==> config.mk <==
export PLATFORM = sky130hd
export DESIGN_NAME = uart_tx_arbiter_flat
export DESIGN_NICKNAME = d
export VERILOG_FILES = /design/src/rtl/uart_tx_arbiter_if.sv /design/src/rtl/uart_tx_arbiter.sv /design/src/flat_wrapper.sv
export SDC_FILE = /design/constraint.sdc
export NUM_CORES = 1
export LEC_CHECK = 0
export ABC_AREA = 1
export CORE_AREA = 2 2 65 67
export CTS_BUF_LIST = sky130_fd_sc_hd__clkbuf_8
export CTS_CLUSTER_DIAMETER = 120
export DETAILED_ROUTE_END_ITERATION = 10
export DIE_AREA = 0 0 67 69
export PLACE_DENSITY = 0.81
export SYNTH_ARGS = -nofsm -noshare
export SYNTH_HDL_FRONTEND = slang
export SYNTH_SLANG_ARGS = --single-unit
==> constraint.sdc <==
create_clock -name clk -period 2.5 [get_ports clk]
set_input_delay 0.25 -clock clk [delete_from_list [all_inputs] [get_ports clk]]
set_output_delay 0.25 -clock clk [all_outputs]
set_load 0.005 [all_outputs]
==> src/rtl/uart_tx_arbiter_if.sv <==
// uart_tx_arbiter_if: producer/UART-side bundle for uart_tx_arbiter.
//   req       : per-requester request level, held until the matching ack
//   req_data  : one byte per requester (lane i = requester i)
//   ack       : one-cycle accept pulse, one-hot
//   tx_data   : byte presented to the UART TX engine
//   tx_start  : one-cycle launch pulse to the UART TX engine
//   tx_busy   : UART TX engine busy flag
// Modports:
//   slave  - the arbiter
//   master - the environment (producers plus the UART engine)
interface uart_tx_arbiter_if #(
  parameter int N_REQ  = 4,
  parameter int DATA_W = 8
);
  logic [N_REQ-1:0]             req;
  logic [N_REQ-1:0][DATA_W-1:0] req_data;
  logic [N_REQ-1:0]             ack;
  logic [DATA_W-1:0]            tx_data;
  logic                         tx_start;
  logic                         tx_busy;

  modport slave  (input  req, req_data, tx_busy,
                  output ack, tx_data, tx_start);
  modport master (output req, req_data, tx_busy,
                  input  ack, tx_data, tx_start);
endinterface

==> src/rtl/uart_tx_arbiter.sv <==
// uart_tx_arbiter: round-robin arbiter sharing one UART transmitter among
// N_REQ byte producers. One byte per grant, launched with a one-cycle
// tx_start, then tx_busy is tracked until the byte finishes. A watchdog
// on the busy rise keeps a dead transmitter from locking the arbiter.
// Ports:
//   clk           : system clock, rising edge
//   rst_n         : asynchronous active-low reset
//   bus           : producer/UART bundle (slave modport)
//   grant_id_o    : index of the last granted requester
//   active_o      : high whenever the FSM is not in IDLE
//   timeout_err_o : one-cycle pulse when the busy watchdog expires
module uart_tx_arbiter #(
  parameter int N_REQ        = 4,
  parameter int DATA_W       = 8,
  parameter int BUSY_TIMEOUT = 16
) (
  input  logic                     clk,
  input  logic                     rst_n,
  uart_tx_arbiter_if.slave         bus,
  output logic [$clog2(N_REQ)-1:0] grant_id_o,
  output logic                     active_o,
  output logic                     timeout_err_o
);
  localparam int ID_W = $clog2(N_REQ);

  typedef enum logic [1:0] {IDLE, WAIT_BUSY, WAIT_DONE} state_e;

  state_e            state_q;
  logic [ID_W-1:0]   ptr_q;
  logic [ID_W-1:0]   grant_id_q;
  logic [DATA_W-1:0] tx_data_q;
  logic              tx_start_q;
  logic [N_REQ-1:0]  ack_q;
  logic              timeout_err_q;
  logic [7:0]        tout_cnt_q;

  // Round-robin search starting at ptr+1. Walking offsets from the far end
  // down to 1 and overwriting leaves the nearest set request as the winner.
  logic            win_vld;
  logic [ID_W-1:0] win_id;
  logic [ID_W-1:0] idx;

  always_comb begin
    win_vld = 1'b0;
    win_id  = '0;
    idx     = '0;
    for (int off = N_REQ; off >= 1; off--) begin
      idx = ID_W'((int'(ptr_q) + off) % N_REQ);
      if (bus.req[idx]) begin
        win_vld = 1'b1;
        win_id  = idx;
      end
    end
  end

  always_ff @(posedge clk or negedge rst_n) begin
    if (!rst_n) begin
      state_q       <= IDLE;
      ptr_q         <= ID_W'(N_REQ - 1);
      grant_id_q    <= '0;
      tx_data_q     <= '0;
      tx_start_q    <= 1'b0;
      ack_q         <= '0;
      timeout_err_q <= 1'b0;
      tout_cnt_q    <= '0;
    end else begin
      // Pulses default low; only a grant or an expiry raises them.
      tx_start_q    <= 1'b0;
      ack_q         <= '0;
      timeout_err_q <= 1'b0;
      case (state_q)
        IDLE: begin
          // A busy transmitter here is external use or a byte still in
          // flight across a reset: hold off until it goes quiet.
          if (win_vld && !bus.tx_busy) begin
            tx_data_q  <= bus.req_data[win_id];
            tx_start_q <= 1'b1;
            ack_q      <= N_REQ'(1) << win_id;
            grant_id_q <= win_id;
            ptr_q      <= win_id;
            tout_cnt_q <= '0;
            state_q    <= WAIT_BUSY;
          end
        end
        WAIT_BUSY: begin
          // tout_cnt_q reads k-1 on the k-th WAIT_BUSY edge, so expiry lands
          // BUSY_TIMEOUT+1 cycles after the tx_start cycle. ptr_q is kept.
          if (bus.tx_busy) begin
            state_q <= WAIT_DONE;
          end else if (tout_cnt_q == 8'(BUSY_TIMEOUT)) begin
            timeout_err_q <= 1'b1;
            state_q       <= IDLE;
          end else begin
            tout_cnt_q <= tout_cnt_q + 8'd1;
          end
        end
        WAIT_DONE: begin
          if (!bus.tx_busy) state_q <= IDLE;
        end
        default: state_q <= IDLE;
      endcase
    end
  end

  assign bus.tx_data    = tx_data_q;
  assign bus.tx_start   = tx_start_q;
  assign bus.ack        = ack_q;
  assign grant_id_o     = grant_id_q;
  assign active_o       = (state_q != IDLE);
  assign timeout_err_o  = timeout_err_q;
endmodule

==> src/flat_wrapper.sv <==
// flat-port wrapper written by rule: the top's interface ports become plain ports
module uart_tx_arbiter_flat 
#(
  parameter int N_REQ        = 4,
  parameter int DATA_W       = 8,
  parameter int BUSY_TIMEOUT = 16
)
  (clk, rst_n, grant_id_o, active_o, timeout_err_o, bus_req, bus_req_data, bus_tx_busy, bus_ack, bus_tx_data, bus_tx_start);
  uart_tx_arbiter_if #(.N_REQ(N_REQ), .DATA_W(DATA_W)) bus_i ();
  input  logic clk;
  input  logic rst_n;
  output logic [$clog2(N_REQ)-1:0] grant_id_o;
  output logic active_o;
  output logic timeout_err_o;
  input wire logic [$bits(bus_i.req)-1:0] bus_req;
  input wire logic [$bits(bus_i.req_data)-1:0] bus_req_data;
  input wire logic [$bits(bus_i.tx_busy)-1:0] bus_tx_busy;
  output wire logic [$bits(bus_i.ack)-1:0] bus_ack;
  output wire logic [$bits(bus_i.tx_data)-1:0] bus_tx_data;
  output wire logic [$bits(bus_i.tx_start)-1:0] bus_tx_start;
  assign bus_i.req = bus_req;
  assign bus_i.req_data = bus_req_data;
  assign bus_i.tx_busy = bus_tx_busy;
  assign bus_ack = bus_i.ack;
  assign bus_tx_data = bus_i.tx_data;
  assign bus_tx_start = bus_i.tx_start;
  uart_tx_arbiter #(.N_REQ(N_REQ), .DATA_W(DATA_W), .BUSY_TIMEOUT(BUSY_TIMEOUT)) u_core (.clk(clk), .rst_n(rst_n), .bus(bus_i), .grant_id_o(grant_id_o), .active_o(active_o), .timeout_err_o(timeout_err_o));
endmodule
==> results.ini, run 1 <==
[status]
status=finished clean

[detailed_routing]
via_per_inst=4.73
firstDrtPassIters=4
drtIter0Drc=89
via_count=1761
routed_wl_mm=4.00
drc_errors=0
wl_per_cell_um=10.7
ant_nets=0

[die]
fp.dieArea_mm2=0.00462
die_w_um=67
coreArea_mm2=0.00391
rows=23
ios=56
start_util=0.480
die_y_um=69

[global_routing]
antenna_found_initial=0
grt_max_degree=29
grt_use_total=0.194
grt_pass1_vias=1732
grt_pass1_wl_mm=7.29
grt_overflow_total=0

[yosys]
ys_ff_latch=28
synth_top_area_cell=dfrtp_1
ys_seq_area_frac=0.375
syn_area_per_cell_um2=6.98
yosysUniqueCellTypes=30
syn_inst=269
syn-num-nets=310
yosysWarnings=0
syn_area_mm2=0.00188
synth_top_cell_area_share=0.347
synth_area_leaders=dfrtp_1, nand2_1, nand3_1, inv_1, dfstp_2

[cts]
cts.path.max_buffers=2
cts_repair_resize_count=0
clk_latency_ns=0.27
cts_sinks=28
cts_tree=built
cts-root-buf=clkbuf_8
htreeDepth=1
post-cts-setup-buffer-count=0
clk_pin_slew_ns=0.09
numCtsBuffers=3
cts.hold.buffers_added=0

[power]
power_frac_clock=0.084
p_int_mw=1.48
seqPwrFrac=0.262
switchingPower_mw=1.38
irDropWorstVdd_v=0.000678
swShare=0.484
leakage_nw=1.33
power.density_mw_per_mm2=1150
combPwrFrac=0.654

[worst_setup_path]
critPathKind=flop to flop
cp-start-kind=flop
startpoint=u_core.ptr_q[0]$_DFFE_PN1P_
r2r_start=u_core.ptr_q[0]$_DFFE_PN1P_
cp_data_arrival_time_ns=2.23
critPathMaxFanout=16
cp.required_ns=2.66
cp-end-kind=flop

[timing]
setup_viol=0
slew_viol_final=0
fmax_ghz=0.482
setup_tns_ns=0
relSlewSlack=0.689
period_needed_ns=2.07
setup_slack_ns=0.427
fin_skew_ns=0.00232
fin_crit_sh=0.829
tightest_slew_ns=0.467
finalHoldViolations=0
rsz0062_at_grt=no

[finish]
layout.nets=364
drive_gt1_frac=0.0901
layout_common_cells=nand2_1, clkdlybuf4s50_1, inv_1, nand3_1, dfrtp_1
area_growth_pct=32.9
seq_area_um2=703
multi_input_area_um2=932
antenna_cells=0
fillers=378
final_common_cell=nand2_1

[job]
max-cap-violations=0

[placement]
gp_congestion=0.827
place_ws_ns=0.369
portBuffers=55
post-dp-hpwl_mm=3.14

[worst_hold_path]
hold_class=primary input to asynchronous set/reset pin

-- registers in the layout (all words and copies together) (netlist names) --
signal / cells
u_core.bus.tx_start: 1
u_core.grant_id_o: 2
u_core.bus.tx_data: 8
u_core.bus.ack: 4
u_core.state_q: 2
u_core.ptr_q: 2
u_core.tout_cnt_q: 8
u_core.timeout_err_o: 1
-- per-stage QoR --
step           hold slack, ns  instance area [um2]  power [mW]   util  cells
3_5_place_dp            0.468                 2450        2.64  0.626    368
4_1_cts                 0.359                 2490        2.89  0.637    372
6_report                0.354                 2490        2.86  0.637    372
2_1_floorplan         -0.0456                 1880        2.14      -    269
3_3_place_gp            0.465                 2450        2.60  0.626    368
5_1_grt                 0.388                 2490        3.17  0.637    372
-- worst max-delay path, stage by stage (launching register included) --
cell and delay, ns:
dfstp_2 0.67, inv_8 0.08, nand2_1 0.09, nand2_1 0.09
nand2_1 0.10, o31ai_2 0.08, nor2_4 0.36, inv_1 0.29
o21ai_1 0.14, a21oi_1 0.05
-- cells by family (layout without fill, tap and decap cells) --
| kind of cell | Yosys count | count (layout) | synth area share |
|---|---|---|---|
| and+or+nand+nor | 164 | 164 | 0.411 |
| DFF | 28 | 28 | 0.375 |
| adders and majority gates | 2 | 2 | 0.0133 |
| buffers and inverters | 56 | 109 | 0.129 |
| xor gates and xnor gates | 6 | 6 | 0.0280 |
| AOI/OAI and AO/OA | 13 | 13 | 0.0447 |
-- power by group through the flow --
stage          sequential, mW  combinational (mW)  clock (mW)
2_1_floorplan           0.725                1.42           0
3_3_place_gp            0.752                1.85           0
3_5_place_dp            0.758                1.88           0
4_1_cts                 0.750                1.89       0.254
5_1_grt                 0.771                2.12       0.271
6_report                0.749                1.87       0.241
-- routing by layer --
layer	track usage	wire length, um	vias to the layer above	part of all wire
met3	0.0343	269	5	0.067
met1	0.242	1770	780	0.44
met5	0	0	-	0
met4	0.0476	43	0	0.011
met2	0.340	1920	56	0.48
li1	-	-	920	-
-- synthesized netlist by cell type (all sizes together) --
library cell and n:
a21oi 3, and3 1, buf 7, dfrtp 26, dfstp 2, ha 2
inv 49, nand2 105, nand3 39, nand4 1, nor2 14, nor3 1
nor4 1, o21ai 9, o31ai 1, or2 2, xor2 6
-- layout make-up --
type                       count  area share
timing repair buffer          56       0.224
multi-input combinational    185       0.374
tap                           50      0.0251
inverter                      49      0.0777
clock inverter                 1     0.00150
clock buffer                   3      0.0165
sequential                    28       0.282
-- path summary, 6_finish.rpt --
check,endpoint,slack (ns),cells past startpoint
max reg2reg,u_core.tout_cnt_q[1]$_DFFE_PN0P_,0.43,9
min,u_core.tout_cnt_q[4]$_DFFE_PN0P_,0.35,2
max in group asynchronous,u_core.ptr_q[1]$_DFFE_PN1P_,1.84,2
min in group clk,u_core.bus.tx_data[6]$_DFFE_PN0P_,0.49,2
max,u_core.tout_cnt_q[1]$_DFFE_PN0P_,0.43,9
min reg2reg,u_core.bus.tx_data[6]$_DFFE_PN0P_,0.49,2
No activity file was read; power rests on OpenSTA's default activity.
==> inputs of run 2 (changes only) <==
--- a/config.mk
+++ b/config.mk
@@ -6,12 +6,12 @@
 export NUM_CORES = 1
 export LEC_CHECK = 0
 export ABC_AREA = 1
-export CORE_AREA = 2 2 65 67
+export CORE_AREA = 2 2 69 71
 export CTS_BUF_LIST = sky130_fd_sc_hd__clkbuf_8
 export CTS_CLUSTER_DIAMETER = 120
 export DETAILED_ROUTE_END_ITERATION = 10
-export DIE_AREA = 0 0 67 69
-export PLACE_DENSITY = 0.81
+export DIE_AREA = 0 0 71 73
+export PLACE_DENSITY = 0.76
 export SYNTH_ARGS = -nofsm -noshare
 export SYNTH_HDL_FRONTEND = slang
 export SYNTH_SLANG_ARGS = --single-unit
==> constraint.sdc (replaced) <==
create_clock -name clk -period 1.9 [get_ports clk]
set_input_delay 0.19 -clock clk [delete_from_list [all_inputs] [get_ports clk]]
set_output_delay 0.19 -clock clk [all_outputs]
set_load 0.005 [all_outputs]
==> results.ini, run 2 (same netlist as run 1, synthesis figures left out) <==
[finish]
layout_common_cells=nand2_1, clkdlybuf4s50_1, inv_1, nand3_1, dfrtp_1  ; unchanged
antenna_cells=0  ; unchanged
area_growth_pct=48.6  ; was 32.9%
drive_gt1_frac=0.196  ; was 0.0901
fillers=408  ; was 378
seq_area_um2=707  ; was 703 um2
layout.nets=379  ; was 364
multi_input_area_mm2=0.00102  ; was 932 um2
final_common_cell=nand2_1  ; unchanged

[global_routing]
grt_overflow_total=0  ; unchanged
grt_max_degree=29  ; unchanged
grt_use_total=0.198  ; was 0.194
grt_pass1_wl_mm=8.28  ; was 7.29 mm
grt_pass1_vias=1981  ; was 1732
antenna_found_initial=0  ; unchanged

[detailed_routing]
ant_nets=0  ; unchanged
drc_errors=0  ; unchanged
via_count=1875  ; was 1761
via_per_inst=4.80  ; was 4.73
routed_wl_mm=4.83  ; was 4.00 mm
drtIter0Drc=58  ; was 89
firstDrtPassIters=4  ; unchanged
wl_per_cell_um=12.4  ; was 10.7 um

[worst_setup_path]
cp_data_arrival_time_ns=2.09  ; was 2.23 ns
cp-end-kind=flop  ; unchanged
critPathKind=flop to flop  ; unchanged
cp-start-kind=flop  ; unchanged
critPathMaxFanout=8  ; was 16
cp.required_ns=2.07  ; was 2.66 ns

[placement]
post-dp-hpwl_mm=3.56  ; was 3.14 mm
portBuffers=55  ; unchanged
gp_congestion=0.859  ; was 0.827

[timing]
rsz0062_at_grt=yes  ; was no
setup_slack_ns=-0.0163  ; was 0.427 ns
timing.hold.ws_ns=0.283  ; was 0.354 ns
finalHoldViolations=0  ; unchanged
fin_crit_sh=1.01  ; was 0.829
fin_skew_ns=0.000897  ; was 0.00232 ns
slew_viol_final=0  ; unchanged
setup_viol=3  ; was 0
period_needed_ns=1.92  ; was 2.07 ns
tightest_slew_ns=0.404  ; was 0.467 ns
fmax_ghz=0.522  ; was 0.482 GHz
relSlewSlack=0.728  ; was 0.689

[power]
power_frac_clock=0.098  ; was 0.084
swShare=0.451  ; was 0.484
p_int_mw=2.63  ; was 1.48 mW
power.density_mw_per_mm2=1720  ; was 1150 mW/mm2
irDropWorstVdd_v=0.000762  ; was 0.000678 V
leakage_nw=1.46  ; was 1.33 nW
power_mw=4.80  ; was 2.86 mW
switchingPower_mw=2.16  ; was 1.38 mW
seqPwrFrac=0.212  ; was 0.262
combPwrFrac=0.691  ; was 0.654

[status]
violations=negative setup slack
status=finished, violations left  ; was finished clean

[worst_hold_path]
hold_class=primary input to asynchronous set/reset pin  ; unchanged

[cts]
cts-root-buf=clkbuf_8  ; unchanged
numCtsBuffers=3  ; unchanged
clk_pin_slew_ns=0.09  ; about the same
cts_tree=built  ; unchanged
cts.hold.buffers_added=0  ; unchanged
htreeDepth=1  ; unchanged
clk_latency_ns=0.27  ; about the same
cts_sinks=28  ; unchanged
cts.path.max_buffers=2  ; unchanged

[die]
ios=56  ; unchanged
die_w_um=71  ; was 67 um
rows=25  ; was 23
start_util=0.414  ; was 0.480
coreArea_mm2=0.00454  ; was 0.00391 mm2
fp.dieArea_mm2=0.00518  ; was 0.00462 mm2
die_y_um=73  ; was 69 um

[job]
max-cap-violations=0  ; unchanged

-- run 2: changes by cell type in the layout (fill, tap and decap cells not counted), sizes merged --
cell and delta:
buf +15, bufinv +1, inv -1
-- run 2: critical path: stages, from the launching register on --
cell and delay, ns:
dfstp_4 0.73, inv_8 0.06, nand2_1 0.07, nand2_2 0.07, nand2_2 0.08, nand2_2 0.08, inv_4 0.08, nand2_4 0.07
nand2_8 0.10, buf_12 0.13, nand3_2 0.06, nand3_1 0.09, nand2_1 0.06, nand2_1 0.07, nand2_1 0.06
-- run 2: per-layer routing --
layer	up-vias	share of wire	global-route usage
li1	954	-	-
met1	862	0.42	0.227
met2	53	0.51	0.366
met3	6	0.054	0.0470
met4	0	0.012	0.0608
met5	-	0	0
-- run 2: final timing paths --
| kind | start | endpoint | slack, ns | depth (start not counted) |
|---|---|---|---|---|
| max in group asynchronous | rst_n | u_core.ptr_q[1]$_DFFE_PN1P_ | 1.30 | 2 |
| min reg2reg | u_core.bus.tx_data[5]$_DFFE_PN0P_ | u_core.bus.tx_data[5]$_DFFE_PN0P_ | 0.50 | 2 |
| max | u_core.ptr_q[0]$_DFFE_PN1P_ | u_core.bus.tx_data[0]$_DFFE_PN0P_ | -0.02 | 14 |
| max reg2reg | u_core.ptr_q[0]$_DFFE_PN1P_ | u_core.bus.tx_data[0]$_DFFE_PN0P_ | -0.02 | 14 |
| min | rst_n | u_core.state_q[1]$_DFFE_PN0P_ | 0.28 | 2 |
| min in group clk | u_core.bus.tx_data[5]$_DFFE_PN0P_ | u_core.bus.tx_data[5]$_DFFE_PN0P_ | 0.50 | 2 |
-- run 2: what timing repair did --
| action | in CTS | in global routing |
|---|---|---|
| pin swaps | 4 | 8 |
| gates cloned | 1 | 0 |
| setup endpoints to repair | 2 | 21 |
| buffers inserted | 5 | 1 |
| resized for setup | 6 | 21 |
-- run 2: area by class of cell --
type | count | share of cell area
inverter | 49 | 0.0695
tap | 54 | 0.0242
clock inverter | 1 | 0.0108
timing repair buffer | 71 | 0.261
sequential | 28 | 0.253
multi-input combinational | 185 | 0.366
clock buffer | 3 | 0.0148
-- run 2: power by group through the flow --
| stage | logic (mW) | registers [mW] | clock network (mW) |
|---|---|---|---|
| detailed placement | 2.85 | 1.00 | 0 |
| floorplan | 1.86 | 0.954 | 0 |
| finish | 3.31 | 1.01 | 0.468 |
| global route | 3.65 | 1.05 | 0.503 |
| CTS | 3.15 | 0.998 | 0.481 |
| global placement | 2.80 | 1.00 | 0 |
-- run 2: through the flow --
stage                     instances  worst slack, ns  utilization  area (um2)  setup TNS (ns)
after global placement          380           0.0326        0.563        2550               0
after floorplan                 269            0.146            -        1880               0
after global routing            391           -0.113        0.615        2790           -1.55
after detailed placement        380          -0.0115        0.563        2550         -0.0202
after CTS                       390          0.00188        0.598        2710               0
final                           391          -0.0163        0.615        2790         -0.0339
